## src/rtl/mem_tester_multi.sv

```systemverilog
// mem_tester_multi: SRAM soak tester. Every pass writes a generated pattern
// over addresses 0..ADDR_LAST through a req/ack memory port, then reads the
// range back and compares it one cycle after each read ack. Odd passes are
// inverted. Pass and error counters saturate.
//
// Ports:
//   clk, rst            clock, asynchronous active-high reset
//   enable              run passes while high (a running pass always completes)
//   mode[1:0]           0 LFSR, 1 address, 2 checkerboard, 3 walking one
//   stop_on_err         halt on the first mismatching word
//   mem_req/rnw/addr/wdat, mem_ack, mem_rdat   memory request port
//   busy, halted        FSM status
//   pass_cnt, err_cnt   completed passes, mismatching words
//   led                 blink phase, inverted once any error has been seen
//
// Optional: define ERR_LOG_EN to add err_valid/err_addr/err_exp/err_got,
// holding the first mismatch seen after reset.
module mem_tester_multi #(
   parameter int unsigned       DATA_W    = 8,
   parameter int unsigned       ADDR_W    = 19,
   parameter logic [ADDR_W-1:0] ADDR_LAST = {ADDR_W{1'b1}},
   parameter logic [31:0]       SEED      = 32'h1,
   parameter int unsigned       CNT_W     = 16,
   parameter int unsigned       LED_DIV   = 19
) (
   input  logic              clk,
   input  logic              rst,
   input  logic              enable,
   input  logic [1:0]        mode,
   input  logic              stop_on_err,
   output logic              mem_req,
   output logic              mem_rnw,
   output logic [ADDR_W-1:0] mem_addr,
   output logic [DATA_W-1:0] mem_wdat,
   input  logic              mem_ack,
   input  logic [DATA_W-1:0] mem_rdat,
   output logic              busy,
   output logic              halted,
   output logic [CNT_W-1:0]  pass_cnt,
   output logic [CNT_W-1:0]  err_cnt,
`ifdef ERR_LOG_EN
   output logic              err_valid,
   output logic [ADDR_W-1:0] err_addr,
   output logic [DATA_W-1:0] err_exp,
   output logic [DATA_W-1:0] err_got,
`endif
   output logic              led
);

   localparam int unsigned       LED_W     = LED_DIV + 1;
   localparam logic [31:0]       LFSR_TAPS = 32'h8020_0003;
   localparam logic [DATA_W-1:0] CHK_PAT   = DATA_W'({(DATA_W + 1) / 2 {2'b01}});

   typedef enum logic [2:0] {
      S_IDLE, S_WR_START, S_WRITE, S_RD_START, S_READ, S_DRAIN, S_PASS_DONE, S_HALT
   } state_t;

   // Galois right-shift step
   function automatic logic [31:0] lfsr_step(input logic [31:0] l);
      return {1'b0, l[31:1]} ^ (l[0] ? LFSR_TAPS : 32'h0);
   endfunction

   // Data word for one address of the current pass
   function automatic logic [DATA_W-1:0] pattern(input logic [1:0]        m,
                                                 input logic [ADDR_W-1:0] a,
                                                 input logic [31:0]       l,
                                                 input logic              inv);
      logic [DATA_W-1:0] p;
      case (m)
         2'd0:    p = l[DATA_W-1:0];
         2'd1:    p = DATA_W'(a);
         2'd2:    p = a[0] ? ~CHK_PAT : CHK_PAT;
         default: p = DATA_W'(1) << (32'(a) % DATA_W);
      endcase
      return p ^ {DATA_W{inv}};
   endfunction

   state_t              state_q, state_d;
   logic [ADDR_W-1:0]   addr_q, addr_d;
   logic [31:0]         lfsr_q, lfsr_d;
   logic [31:0]         lfsr_sv_q, lfsr_sv_d;
   logic                inv_q, inv_d;
   logic [1:0]          mode_q, mode_d;
   logic                cmp_vld_q, cmp_vld_d;
   logic [DATA_W-1:0]   cmp_exp_q, cmp_exp_d;
   logic [DATA_W-1:0]   cmp_got_q, cmp_got_d;
   logic [DATA_W-1:0]   pat_q, pat_d;
   logic                pass_inc_c;
   logic                mismatch_c;
   logic                was_error_q;
   logic [LED_W-1:0]    ledcnt_q;
`ifdef ERR_LOG_EN
   logic [ADDR_W-1:0]   cmp_addr_q, cmp_addr_d;
`endif

   assign mem_addr   = addr_q;
   assign mismatch_c = cmp_vld_q && (cmp_exp_q != cmp_got_q);

   // State register
   always_ff @(posedge clk or posedge rst) begin
      if (rst) state_q <= S_IDLE;
      else     state_q <= state_d;
   end

   // Next state and datapath next values
   always_comb begin
      state_d    = state_q;
      addr_d     = addr_q;
      lfsr_d     = lfsr_q;
      lfsr_sv_d  = lfsr_sv_q;
      inv_d      = inv_q;
      mode_d     = mode_q;
      cmp_vld_d  = 1'b0;
      cmp_exp_d  = cmp_exp_q;
      cmp_got_d  = cmp_got_q;
      pass_inc_c = 1'b0;
`ifdef ERR_LOG_EN
      cmp_addr_d = cmp_addr_q;
`endif
      case (state_q)
         S_IDLE: begin
            if (enable) begin
               state_d = S_WR_START;
               mode_d  = mode;
            end
         end
         S_WR_START: begin
            addr_d    = '0;
            lfsr_sv_d = lfsr_q;
            state_d   = S_WRITE;
         end
         S_WRITE: begin
            if (mem_ack) begin
               lfsr_d = lfsr_step(lfsr_q);
               if (addr_q == ADDR_LAST) state_d = S_RD_START;
               else                     addr_d  = addr_q + ADDR_W'(1);
            end
         end
         S_RD_START: begin
            // replay the write sequence for the read-back
            addr_d  = '0;
            lfsr_d  = lfsr_sv_q;
            state_d = S_READ;
         end
         S_READ: begin
            if (mem_ack) begin
               cmp_vld_d = 1'b1;
               cmp_exp_d = pat_q;
               cmp_got_d = mem_rdat;
`ifdef ERR_LOG_EN
               cmp_addr_d = addr_q;
`endif
               lfsr_d = lfsr_step(lfsr_q);
               if (addr_q == ADDR_LAST) state_d = S_DRAIN;
               else                     addr_d  = addr_q + ADDR_W'(1);
            end
         end
         S_DRAIN: state_d = S_PASS_DONE;
         S_PASS_DONE: begin
            pass_inc_c = 1'b1;
            inv_d      = ~inv_q;
            if (enable) begin
               state_d = S_WR_START;
               mode_d  = mode;
            end else begin
               state_d = S_IDLE;
            end
         end
         S_HALT:  state_d = S_HALT;
         default: state_d = S_IDLE;
      endcase
      // a failing compare wins over any other transition
      if (mismatch_c && stop_on_err) state_d = S_HALT;
   end

   // Pattern for the beat presented after the next edge
   always_comb begin
      pat_d = pattern(mode_d, addr_d, lfsr_d, inv_d);
   end

   // Datapath, counters and registered outputs
   always_ff @(posedge clk or posedge rst) begin
      if (rst) begin
         addr_q      <= '0;
         lfsr_q      <= SEED;
         lfsr_sv_q   <= SEED;
         inv_q       <= 1'b0;
         mode_q      <= '0;
         cmp_vld_q   <= 1'b0;
         cmp_exp_q   <= '0;
         cmp_got_q   <= '0;
         pat_q       <= '0;
         mem_req     <= 1'b0;
         mem_rnw     <= 1'b0;
         mem_wdat    <= '0;
         busy        <= 1'b0;
         halted      <= 1'b0;
         pass_cnt    <= '0;
         err_cnt     <= '0;
         was_error_q <= 1'b0;
         ledcnt_q    <= '0;
         led         <= 1'b0;
      end else begin
         addr_q    <= addr_d;
         lfsr_q    <= lfsr_d;
         lfsr_sv_q <= lfsr_sv_d;
         inv_q     <= inv_d;
         mode_q    <= mode_d;
         cmp_vld_q <= cmp_vld_d;
         cmp_exp_q <= cmp_exp_d;
         cmp_got_q <= cmp_got_d;
         pat_q     <= pat_d;
         mem_req   <= (state_d == S_WRITE) || (state_d == S_READ);
         mem_rnw   <= (state_d == S_READ);
         mem_wdat  <= (state_d == S_WRITE) ? pat_d : '0;
         busy      <= (state_d != S_IDLE) && (state_d != S_HALT);
         halted    <= (state_d == S_HALT);
         if (pass_inc_c && (pass_cnt != {CNT_W{1'b1}}))
            pass_cnt <= pass_cnt + CNT_W'(1);
         if (mismatch_c && (err_cnt != {CNT_W{1'b1}}))
            err_cnt <= err_cnt + CNT_W'(1);
         if (mismatch_c)
            was_error_q <= 1'b1;
         // blank period restarts at each pass boundary and parks once bit LED_DIV sets
         if (state_q == S_PASS_DONE)
            ledcnt_q <= '0;
         else if (!ledcnt_q[LED_DIV])
            ledcnt_q <= ledcnt_q + LED_W'(1);
         led <= ledcnt_q[LED_DIV] ^ was_error_q;
      end
   end

`ifdef ERR_LOG_EN
   // First-mismatch capture; later mismatches are not logged
   always_ff @(posedge clk or posedge rst) begin
      if (rst) begin
         cmp_addr_q <= '0;
         err_valid  <= 1'b0;
         err_addr   <= '0;
         err_exp    <= '0;
         err_got    <= '0;
      end else begin
         cmp_addr_q <= cmp_addr_d;
         if (mismatch_c && !err_valid) begin
            err_valid <= 1'b1;
            err_addr  <= cmp_addr_q;
            err_exp   <= cmp_exp_q;
            err_got   <= cmp_got_q;
         end
      end
   end
`endif

endmodule

```

## config.mk

```make
export PLATFORM = sky130hd
export DESIGN_NAME = mem_tester_multi
export DESIGN_NICKNAME = d
export VERILOG_FILES = /design/src/rtl/mem_tester_multi.sv
export SDC_FILE = /design/constraint.sdc
export NUM_CORES = 1
export LEC_CHECK = 0
export ABC_AREA = 1
export BUFFER_PORTS_ARGS = -buffer_cell sky130_fd_sc_hd__buf_2
export CAP_MARGIN = 20
export CORE_MARGIN = 2
export CORE_UTILIZATION = 61
export CTS_BUF_LIST = sky130_fd_sc_hd__clkbuf_2
export CTS_CLUSTER_DIAMETER = 30
export CTS_CLUSTER_SIZE = 25
export DETAILED_ROUTE_END_ITERATION = 6
export PLACE_DENSITY = 0.8
export SETUP_SLACK_MARGIN = 0.2
export SYNTH_ARGS = -nofsm -noshare
export SYNTH_HDL_FRONTEND = slang
export SYNTH_SLANG_ARGS = --single-unit
export TNS_END_PERCENT = 30
```

## constraint.sdc

```tcl
create_clock -name clk -period 14.67 [get_ports clk]
set_clock_uncertainty 0.2 [all_clocks]
set_input_delay 1.467 -clock clk [delete_from_list [all_inputs] [get_ports clk]]
set_output_delay 1.467 -clock clk [all_outputs]
set_load 0.05 [all_outputs]
```

== Yosys cells after proc, flatten, opt, wreduce, memory -nomap -nowiden ==
Cells that the tools add are included.

* Output and inout port bits: 64
* Word-level logic and storage cells: 94
* Bits of input ports: 15
* Register bits after elaboration: 180

* Equal/unequal tests: 20
* Add/subtract/negate cells: 4
* Reductions and logical operators: 17
* Bitwise gates (word level): 4
* Shifts and indexed selects: 1
* Mux-type cells: 25

{| class="wikitable"
|+ Operators with widths
! kind !! number
|-
| 32-bit two-way mux || 2
|-
| 32-bit one-hot mux with 2 select lines || 1
|-
| 20-bit two-way mux || 2
|-
| 19-bit two-way mux || 2
|-
| 19-bit one-hot mux with 2 select lines || 1
|-
| 16-bit by 1-bit adder with 16-bit output (second input constant) || 2
|-
| 16-bit inequality test (second input constant) || 2
|-
| 31-bit by 32-bit XOR with 32-bit output || 1
|-
| 3-bit one-hot mux with 8 select lines || 1
|-
| 8-bit one-hot mux with 3 select lines || 1
|-
| 20-bit by 1-bit adder with 20-bit output (second input constant) || 1
|-
| 19-bit by 1-bit adder with 19-bit output (second input constant) || 1
|-
| 19-bit equality test (second input constant) || 1
|-
| 3-bit equality test (second input constant) || 6
|-
| 3-bit two-way mux || 6
|-
| 8-bit two-way mux || 2
|-
| 3-bit by 2-bit equality test with 1-bit output (second input constant) || 3
|-
| 8-bit inequality test || 1
|-
| 1-bit by 3-bit << shifter with 8-bit output (first input constant) || 1
|-
| 8-bit XOR || 1
|-
| 2-bit OR reduction || 3
|-
| 1-bit logical AND || 5
|-
| 1-bit two-way mux || 5
|-
| 2-bit two-way mux || 2
|-
| 15 further kinds || 18
|}

== Longest topological paths before layout ==
Gate-level depths: netlist of run 1.

* Depth in word-level cells: 8
* Depth in mapped cells: 17
* Depth with buffers taken out: 16

== Worst setup path before layout of run 1 ==
No wires, ideal clock.

* Kind: input port to flip-flop
* Start: in enable
* End: reg mem_wdat[2]
* Path slack: 11786 ps
* Arrival: 2554 ps
* Required time: 14340 ps
* Path buffers: 1
* Stages on the path: 14
* Library setup time: 130 ps
* Cell sequence: inv_1 -> nor2_1 -> nand2_2 -> nand2_1 -> o21ai_1 -> buf_2 -> nor2_2 -> nand4_1 -> nand2_1 -> nand2_1 -> nand2_1 -> nand2_1 -> nand2_1 -> nor2_1

* Cells in the longest elaborated chain, start to end: 6
* Elaborated cells between the ends (all ways): 13

{| class="wikitable"
|+ RTL lines
! item !! RTL line !! RTL
|-
| start, declared || 28 || <nowiki>input logic enable,</nowiki>
|-
| 2-bit two-way mux || 122, 162 ||
|-
| 2-bit two-way mux || n/a ||
|-
| 2-bit equality test (tied with other cells) || 69 || <nowiki>case (m)</nowiki>
|-
| 8-bit one-hot mux with 3 select lines || 69 ||
|-
| 8-bit XOR || 75 || <nowiki>return p ^ {DATA_W{inv}};</nowiki>
|-
| 8-bit two-way mux * || 215 || <nowiki>mem_wdat <= (state_d == S_WRITE) ? pat_d : '0;</nowiki>
|-
| end signal, assigned || 215 ||
|-
| end, declared || 34 || <nowiki>output logic [DATA_W-1:0] mem_wdat,</nowiki>
|}

Mark *: on every way between the ends. The rest lies on a longest branch, timed or not.
A chain may end at the register's enable or synchronous reset.

== Worst setup path after layout of run 1 ==
* Start: reg addr_q[0] (netlist: mem_addr[0])
* End: out mem_addr[0]

{| class="wikitable"
|+ RTL lines
! item !! RTL line !! RTL
|-
| start, declared || 79 || <nowiki>logic [ADDR_W-1:0] addr_q, addr_d;</nowiki>
|-
| start signal, assigned || 204 || <nowiki>addr_q <= addr_d;</nowiki>
|-
| end, declared || 33 || <nowiki>output logic [ADDR_W-1:0] mem_addr,</nowiki>
|}

No word-level cell between the ends.

==> metrics.txt, run 1 <==
# TYPE chip_impl_metric gauge
chip_impl_metric{name="rows",unit=""} 43
chip_impl_metric{name="first_pass_iteration_count_of_the_detailed_router",unit=""} 7
chip_impl_metric{name="async_reset_ff_share",unit="%"} 100
chip_impl_metric{name="irDropWorstVdd",unit="mV"} 0.137
chip_impl_metric{name="post_cts_setup_buffer_count",unit=""} 0
chip_impl_info{name="critPathTopFamily",value="flip-flops"} 1
chip_impl_metric{name="tritoncts_buffer_count",unit=""} 17
chip_impl_info{name="rr_endpoint",value="mem_wdat[7]"} 1
chip_impl_metric{name="postLayoutCellArea",unit="sq mm"} 0.00929
chip_impl_metric{name="clock_sink_count",unit=""} 180
chip_impl_info{name="busiest_layer",value="met2"} 1
chip_impl_metric{name="syn_nets",unit=""} 1020
chip_impl_metric{name="cp_data_arrival_time",unit="ns"} 1.63
chip_impl_metric{name="power.leakage",unit="nW"} 4.73
chip_impl_metric{name="via_per_instance_ratio",unit=""} 5.27
chip_impl_info{name="critPathKind",value="register to output port"} 1
chip_impl_metric{name="worst_r2r_path_depth",unit=""} 15
chip_impl_metric{name="grt.met3_usage",unit="%"} 5.76
chip_impl_info{name="end_of_the_critical_path",value="mem_addr[0]"} 1
chip_impl_metric{name="cts-resized-gates",unit=""} 0
chip_impl_info{name="synth_area_leader_cell",value="dfrtp_1"} 1
chip_impl_info{name="crit_chain",value="buf_2"} 1
chip_impl_metric{name="antenna_violations_before_repair",unit=""} 1
chip_impl_info{name="cpMaxStageDelayCell",value="dfrtp_1"} 1
chip_impl_metric{name="timing.fmax",unit="MHz"} 303
chip_impl_info{name="startpoint_class_of_the_critical_path",value="register"} 1
chip_impl_info{name="post_synth_main_area_contributors",value="dfrtp_1 (52%), nand2_1 (13%), inv_1 (5.6%), o21ai_0 (4.7%), xor2_1 (3.4%)"} 1
chip_impl_metric{name="clkSlewWorstSetupHoldPaths",unit="ns"} 0.25
chip_impl_metric{name="floorplan.die_area",unit="sq mm"} 0.0149
chip_impl_metric{name="number_of_enable_type_register_cells_in_the_synthesized_netlist",unit=""} 0
chip_impl_info{name="setup.worst_path.start",value="mem_addr[0]"} 1
chip_impl_metric{name="first_iter_violations",unit=""} 627
chip_impl_metric{name="post_layout_nets",unit=""} 1095
chip_impl_info{name="cts_tree",value="yes"} 1
chip_impl_metric{name="postSynthRegisterBits",unit=""} 180
chip_impl_metric{name="netlist_area",unit="sq mm"} 0.00849
chip_impl_metric{name="worst-r2r-setup-slack",unit="ns"} 11.61
chip_impl_metric{name="ys_seq_area_share",unit="%"} 53.1
chip_impl_metric{name="place_hpwl",unit="um"} 11500
chip_impl_metric{name="fin_setup_tns",unit="ns"} 0
chip_impl_metric{name="grt_use_total",unit="%"} 24.2
chip_impl_metric{name="grt_start_max_net_pins",unit=""} 97
chip_impl_metric{name="layout-area-overhead-vs-synth",unit="%"} 9.33
chip_impl_info{name="status",value="finished clean"} 1
chip_impl_metric{name="die_h",unit="um"} 122
chip_impl_metric{name="finalSetupViolations",unit=""} 0
chip_impl_info{name="synth.most_common_cell",value="nand2_1"} 1
chip_impl_metric{name="worstPathBufferInverterCount",unit=""} 1
chip_impl_metric{name="drt-wirelength-per-cell",unit="um"} 13.2
chip_impl_metric{name="place_congestion",unit=""} 0.923
chip_impl_metric{name="globalRoute.totalOverflow",unit=""} 0
chip_impl_info{name="grt_setup_unrepaired",value="false"} 1
chip_impl_metric{name="cp_slowest_stage_delay",unit="ns"} 0.55
chip_impl_metric{name="initial_core_utilization",unit="%"} 61.9
chip_impl_metric{name="grt_pass1_wl",unit="um"} 28700
chip_impl_metric{name="cts_hold_repair_buffers",unit=""} 0
chip_impl_metric{name="grt.met2_usage",unit="%"} 38.7
chip_impl_metric{name="clock_insertion_delay_worst_skew",unit="ns"} 0.77
chip_impl_metric{name="timing_worst_slew_pin_value",unit="ns"} 0.982
chip_impl_metric{name="cap_violations",unit=""} 0
chip_impl_metric{name="x_dimension_of_the_die",unit="um"} 122
chip_impl_metric{name="routed-via-count",unit=""} 6692
chip_impl_metric{name="drc",unit=""} 0
chip_impl_metric{name="grt_pass1_vias",unit=""} 6420
chip_impl_metric{name="final-hold-violation-count",unit=""} 0
chip_impl_metric{name="met1_usage",unit="%"} 32.7
chip_impl_metric{name="ant_nets",unit=""} 0
chip_impl_info{name="yosys-top-cells-count",value="nand2_1 (285), dfrtp_1 (178), inv_1 (127), o21ai_0 (80), nor2_1 (63)"} 1
chip_impl_metric{name="placedInstanceArea",unit="sq mm"} 0.00902
chip_impl_metric{name="worst_hold_path.num_cells",unit=""} 2
chip_impl_metric{name="worst_slew_margin_rel",unit="%"} 34.4
chip_impl_metric{name="ios",unit=""} 79
chip_impl_metric{name="average_size_of_a_mapped_cell",unit="sq um"} 8.48
chip_impl_metric{name="final-max-slew-violation-count",unit=""} 0
chip_impl_metric{name="distinct_cell_type_count_after_synthesis",unit=""} 44
chip_impl_metric{name="ctsLongestPathBuffers",unit=""} 2
chip_impl_info{name="worst_r2r_startpoint",value="state_q[0]"} 1
chip_impl_metric{name="drive_above_1_share",unit="%"} 14.0
chip_impl_metric{name="synthDominantCellAreaShare",unit="%"} 52.4
chip_impl_info{name="dominantRegCellSynth",value="dfrtp_1"} 1
chip_impl_metric{name="share_of_the_clock_period_used_by_the_worst_path_after_layout",unit="%"} 22.5
chip_impl_metric{name="h-tree-depth",unit=""} 4
chip_impl_metric{name="post_synth_inst_count",unit=""} 1001
chip_impl_info{name="clock_tree.root_cell",value="clkbuf_2"} 1
chip_impl_metric{name="finalWorstPathRequiredPeriod",unit="ns"} 3.30
chip_impl_info{name="timing.hold.worst.class",value="register to register"} 1
chip_impl_metric{name="finalWirelength",unit="um"} 16800
chip_impl_metric{name="path_depth",unit=""} 1
chip_impl_info{name="setup.worst_path.end_class",value="output port"} 1
chip_impl_metric{name="io_buffer_count",unit=""} 78
chip_impl_metric{name="core_area",unit="sq mm"} 0.0137
chip_impl_metric{name="pwr_density_cell",unit="mW/mm^2"} 192
chip_impl_metric{name="path_max_fanout",unit=""} 5
chip_impl_metric{name="ys.warnings.count",unit=""} 0
chip_impl_metric{name="required",unit="ns"} 13.00
layout by cell type, fill, tap and decap left out, types with 16 or more instances in the layout:
cell | synthesis | final
dfrtp_1 | 178 | 178
inv_1 | 127 | 126
nor3_1 | 22 | 22
nor2_1 | 63 | 63
a21oi_1 | 16 | 16
nand2_1 | 285 | 285
clkbuf_2 | 0 | 20
a22oi_1 | 21 | 21
nand3_1 | 41 | 41
buf_2 | 5 | 78
o21ai_0 | 80 | 80
xor2_1 | 33 | 33
kinds of logic after synthesis:
group / Yosys count / synth area share [%]
simple gates: 465 / 24.3
fa+ha+maj: 4 / 0.589
buf+inv: 160 / 7.37
compound gates: 143 / 9.52
flops: 180 / 53.1
xor+xnor: 49 / 5.14
layout make-up:
type                            instances  area (sq um)
Multi-Input combinational cell        661          3360
Antenna cell                            1          2.50
Timing Repair Buffer                   83           448
Tap cell                              180           225
Inverter                              133           504
Clock buffer                           20           100
Fill cell                            1119          4430
Clock inverter                         12           138
Sequential cell                       180          4510
routing by layer:
layer | part of all wire (%) | up-vias
li1 | - | 3353
met1 | 47 | 3167
met2 | 47 | 147
met3 | 4.1 | 25
met4 | 1.5 | 0
met5 | 0 | -
metrics by stage:
step | std cells | util (%) | total power [W] | setup slack (ns) | hold slack (ns)
floorplan | 1001 | - | 0.00135 | 8.12 | 0.225
global placement | 1236 | 65.7 | 0.00150 | 11.00 | 0.229
detailed placement | 1236 | 65.7 | 0.00152 | 11.00 | 0.237
CTS | 1268 | 67.5 | 0.00178 | 11.32 | 0.269
global route | 1270 | 67.7 | 0.00192 | 11.28 | 0.296
finish | 1270 | 67.7 | 0.00178 | 11.37 | 0.250
where the power goes:
part / switching, W / total (W) / internal (W)
clock: 0.000163 / 0.000258 / 0.0000947
combinational: 0.000548 / 0.000764 / 0.000217
sequential: 0.000104 / 0.000756 / 0.000652
worst min-delay path by stage:
stage / startpoint / endpoint / slack (ns)
2_1_floorplan: pat_q[5] / cmp_exp_q[5] / 0.23
3_3_place_gp: pat_q[5] / cmp_exp_q[5] / 0.23
3_5_place_dp: pat_q[5] / cmp_exp_q[5] / 0.24
4_1_cts: pat_q[0] / cmp_exp_q[0] / 0.27
5_1_grt: pat_q[0] / cmp_exp_q[0] / 0.30
6_report: pat_q[0] / cmp_exp_q[0] / 0.25
registers in the layout (all words and copies together) (netlist names), 2 cells and up:
| signal | count |
|---|---|
| cmp_exp_q | 8 |
| lfsr_q | 32 |
| mode_q | 2 |
| err_cnt | 16 |
| mem_wdat | 8 |
| pass_cnt | 16 |
| cmp_got_q | 8 |
| state_q | 3 |
| ledcnt_q | 20 |
| pat_q | 8 |
| mem_addr | 19 |
| lfsr_sv_q | 32 |
No activity file was read; power rests on OpenSTA's default activity.
==> run 2, diff against run 1 <==
==> constraint.sdc (replaced) <==
create_clock -name clk -period 3.1 [get_ports clk]
set_clock_uncertainty 0.2 [all_clocks]
set_input_delay 0.31 -clock clk [delete_from_list [all_inputs] [get_ports clk]]
set_output_delay 0.31 -clock clk [all_outputs]
set_load 0.05 [all_outputs]
==> metrics.txt, run 2 (synthesis results as in run 1) <==
# TYPE chip_impl_metric gauge
chip_impl_info{name="status",value="finished clean"} 1
chip_impl_metric{name="die_h",unit="um"} 122
chip_impl_metric{name="globalRoute.totalOverflow",unit=""} 0
chip_impl_metric{name="grt.met2_usage",unit="%"} 38.1
chip_impl_metric{name="rows",unit=""} 43
chip_impl_metric{name="final-max-slew-violation-count",unit=""} 0
chip_impl_metric{name="ant_nets",unit=""} 0
chip_impl_metric{name="place_congestion",unit=""} 0.946
chip_impl_metric{name="cap_violations",unit=""} 0
chip_impl_info{name="critPathKind",value="register to register"} 1
chip_impl_metric{name="io_buffer_count",unit=""} 78
chip_impl_metric{name="ios",unit=""} 79
chip_impl_metric{name="finalWorstPathRequiredPeriod",unit="ns"} 2.77
chip_impl_metric{name="power.leakage",unit="nW"} 4.82
chip_impl_metric{name="num-fill-cells",unit=""} 1118
chip_impl_metric{name="clock_insertion_delay_worst_skew",unit="ns"} 0.78
chip_impl_metric{name="first_iter_violations",unit=""} 521
chip_impl_metric{name="required",unit="ns"} 3.63
chip_impl_info{name="most_common_cell_after_layout_fill_and_taps_aside",value="nand2_1"} 1
chip_impl_metric{name="grt_pass1_wl",unit="um"} 29000
chip_impl_metric{name="clkSlewWorstSetupHoldPaths",unit="ns"} 0.27
chip_impl_metric{name="layout-area-overhead-vs-synth",unit="%"} 12.4
chip_impl_info{name="critPathTopFamily",value="simple AND/OR/NAND/NOR gates"} 1
chip_impl_metric{name="initial_core_utilization",unit="%"} 61.9
chip_impl_metric{name="clock_sink_count",unit=""} 180
chip_impl_info{name="setup.worst_path.end_class",value="register"} 1
chip_impl_info{name="clock_tree.root_cell",value="clkbuf_2"} 1
chip_impl_metric{name="post_cts_setup_buffer_count",unit=""} 0
chip_impl_info{name="cts_tree",value="yes"} 1
chip_impl_metric{name="timing.fmax",unit="MHz"} 361
chip_impl_metric{name="irDropWorstVdd",unit="mV"} 0.555
chip_impl_metric{name="ctsLongestPathBuffers",unit=""} 2
chip_impl_metric{name="worst_slew_margin_rel",unit="%"} 62.2
chip_impl_metric{name="post_layout_nets",unit=""} 1119
chip_impl_metric{name="drive_above_1_share",unit="%"} 14.6
chip_impl_metric{name="worstPathBufferInverterCount",unit=""} 2
chip_impl_metric{name="whs",unit="ns"} 0.0944
chip_impl_info{name="cpMaxStageDelayCell",value="dlygate4sd3_1"} 1
chip_impl_metric{name="met1_usage",unit="%"} 34.4
chip_impl_metric{name="share_of_the_clock_period_used_by_the_worst_path_after_layout",unit="%"} 89.3
chip_impl_metric{name="finalSetupViolations",unit=""} 0
chip_impl_info{name="startpoint_class_of_the_critical_path",value="register"} 1
chip_impl_metric{name="grt_start_max_net_pins",unit=""} 110
chip_impl_metric{name="grt.met3_usage",unit="%"} 5.95
chip_impl_metric{name="x_dimension_of_the_die",unit="um"} 122
chip_impl_metric{name="final_util",unit="%"} 69.6
chip_impl_info{name="layout.cells.most_common_list",value="nand2_1 (285), dfrtp_1 (178), inv_1 (126), o21ai_0 (80), buf_2 (78)"} 1
chip_impl_metric{name="finalWirelength",unit="um"} 17200
chip_impl_info{name="crit_chain",value="ha_1 > nand3_2 > nor2_4 > nand3_2 > o21ai_1 > inv_1 > nand2_1 > dlygate4sd3_1"} 1
chip_impl_metric{name="cp_data_arrival_time",unit="ns"} 3.30
chip_impl_metric{name="grt_pass1_vias",unit=""} 6356
chip_impl_metric{name="place_hpwl",unit="um"} 11700
chip_impl_info{name="cp_common_cell",value="nand3_2"} 1
chip_impl_metric{name="floorplan.die_area",unit="sq mm"} 0.0149
chip_impl_metric{name="h-tree-depth",unit=""} 4
chip_impl_info{name="busiest_layer",value="met2"} 1
chip_impl_metric{name="path_max_fanout",unit=""} 11
chip_impl_metric{name="first_pass_iteration_count_of_the_detailed_router",unit=""} 5
chip_impl_metric{name="core_area",unit="sq mm"} 0.0137
chip_impl_metric{name="final-hold-violation-count",unit=""} 0
chip_impl_metric{name="via_per_instance_ratio",unit=""} 5.28
chip_impl_info{name="grt_setup_unrepaired",value="true"} 1
chip_impl_metric{name="routed-via-count",unit=""} 6827
chip_impl_info{name="biggestRegsByFlops",value="lfsr_q (32), lfsr_sv_q (32), ledcnt_q (20)"} 1
chip_impl_metric{name="drc",unit=""} 0
chip_impl_metric{name="antenna_violations_before_repair",unit=""} 1
chip_impl_metric{name="grt_use_total",unit="%"} 24.5
chip_impl_info{name="timing.hold.worst.class",value="input pin to register"} 1
chip_impl_metric{name="timing_worst_slew_pin_value",unit="ns"} 0.566
chip_impl_metric{name="fin_setup_tns",unit="ns"} 0
chip_impl_metric{name="pwr_density_cell",unit="mW/mm^2"} 898
chip_impl_metric{name="cp_slowest_stage_delay",unit="ns"} 0.56
chip_impl_metric{name="drt-wirelength-per-cell",unit="um"} 13.3
chip_impl_metric{name="tritoncts_buffer_count",unit=""} 17
run 2: routing by layer:
metal	wire length, um	share of wire (%)
met1	8070	47
met2	8130	47
met3	833	4.8
met4	180	1.0
met5	0	0
run 2: timing repair:
item	in CTS	in global routing
setup endpoints to repair	0	14
resized for setup	0	1
hold endpoints to repair	220	0
hold buffers	18	0
run 2: final cells by class:
class	count	area [sq um]	area share, %
antenna	1	2.50	0.0262
clock buffer	17	85.1	0.891
clock inverter	15	183	1.91
inverter	133	503	5.27
multi-input combinational	661	3360	35.2
sequential	180	4510	47.2
tap	180	225	2.36
timing repair buffer	107	678	7.10
run 2: tightest hold or removal path, cell delays in order:
cell and delay (ns):
dlygate4sd3_1 0.53, buf_2 0.10, nand2_1 0.04, nand2_1 0.06
run 2: worst paths after layout:
path / from / end / slack, ns / cells past startpoint
worst max-delay path: mem_addr[0] / state_q[0] / 0.33 / 8
worst min-delay path: mem_rdat[7] / cmp_got_q[7] / 0.09 / 4
worst max register to register: mem_addr[0] / state_q[0] / 0.33 / 8
worst min register to register: pat_q[5] / cmp_exp_q[5] / 0.28 / 2
max in group asynchronous: rst / pat_q[0] / 1.66 / 5
min in group asynchronous: rst / lfsr_q[13] / 0.52 / 5
run 2: per-stage QoR:
| stage | cells | setup slack (ns) | power, W | instance area (sq um) |
|---|---|---|---|---|
| floorplan | 1001 | 0.283 | 0.00639 | 8500 |
| global placement | 1243 | 0.542 | 0.00714 | 9090 |
| detailed placement | 1243 | 0.436 | 0.00727 | 9090 |
| CTS | 1293 | 0.348 | 0.00859 | 9540 |
| global route | 1294 | 0.153 | 0.00927 | 9550 |
| finish | 1294 | 0.332 | 0.00857 | 9550 |
run 2: power breakdown:
group	leakage (nW)	internal, W	switching [W]
combinational	2.32	0.00108	0.00262
sequential	2.36	0.00309	0.000500
clock	0.140	0.000453	0.000831
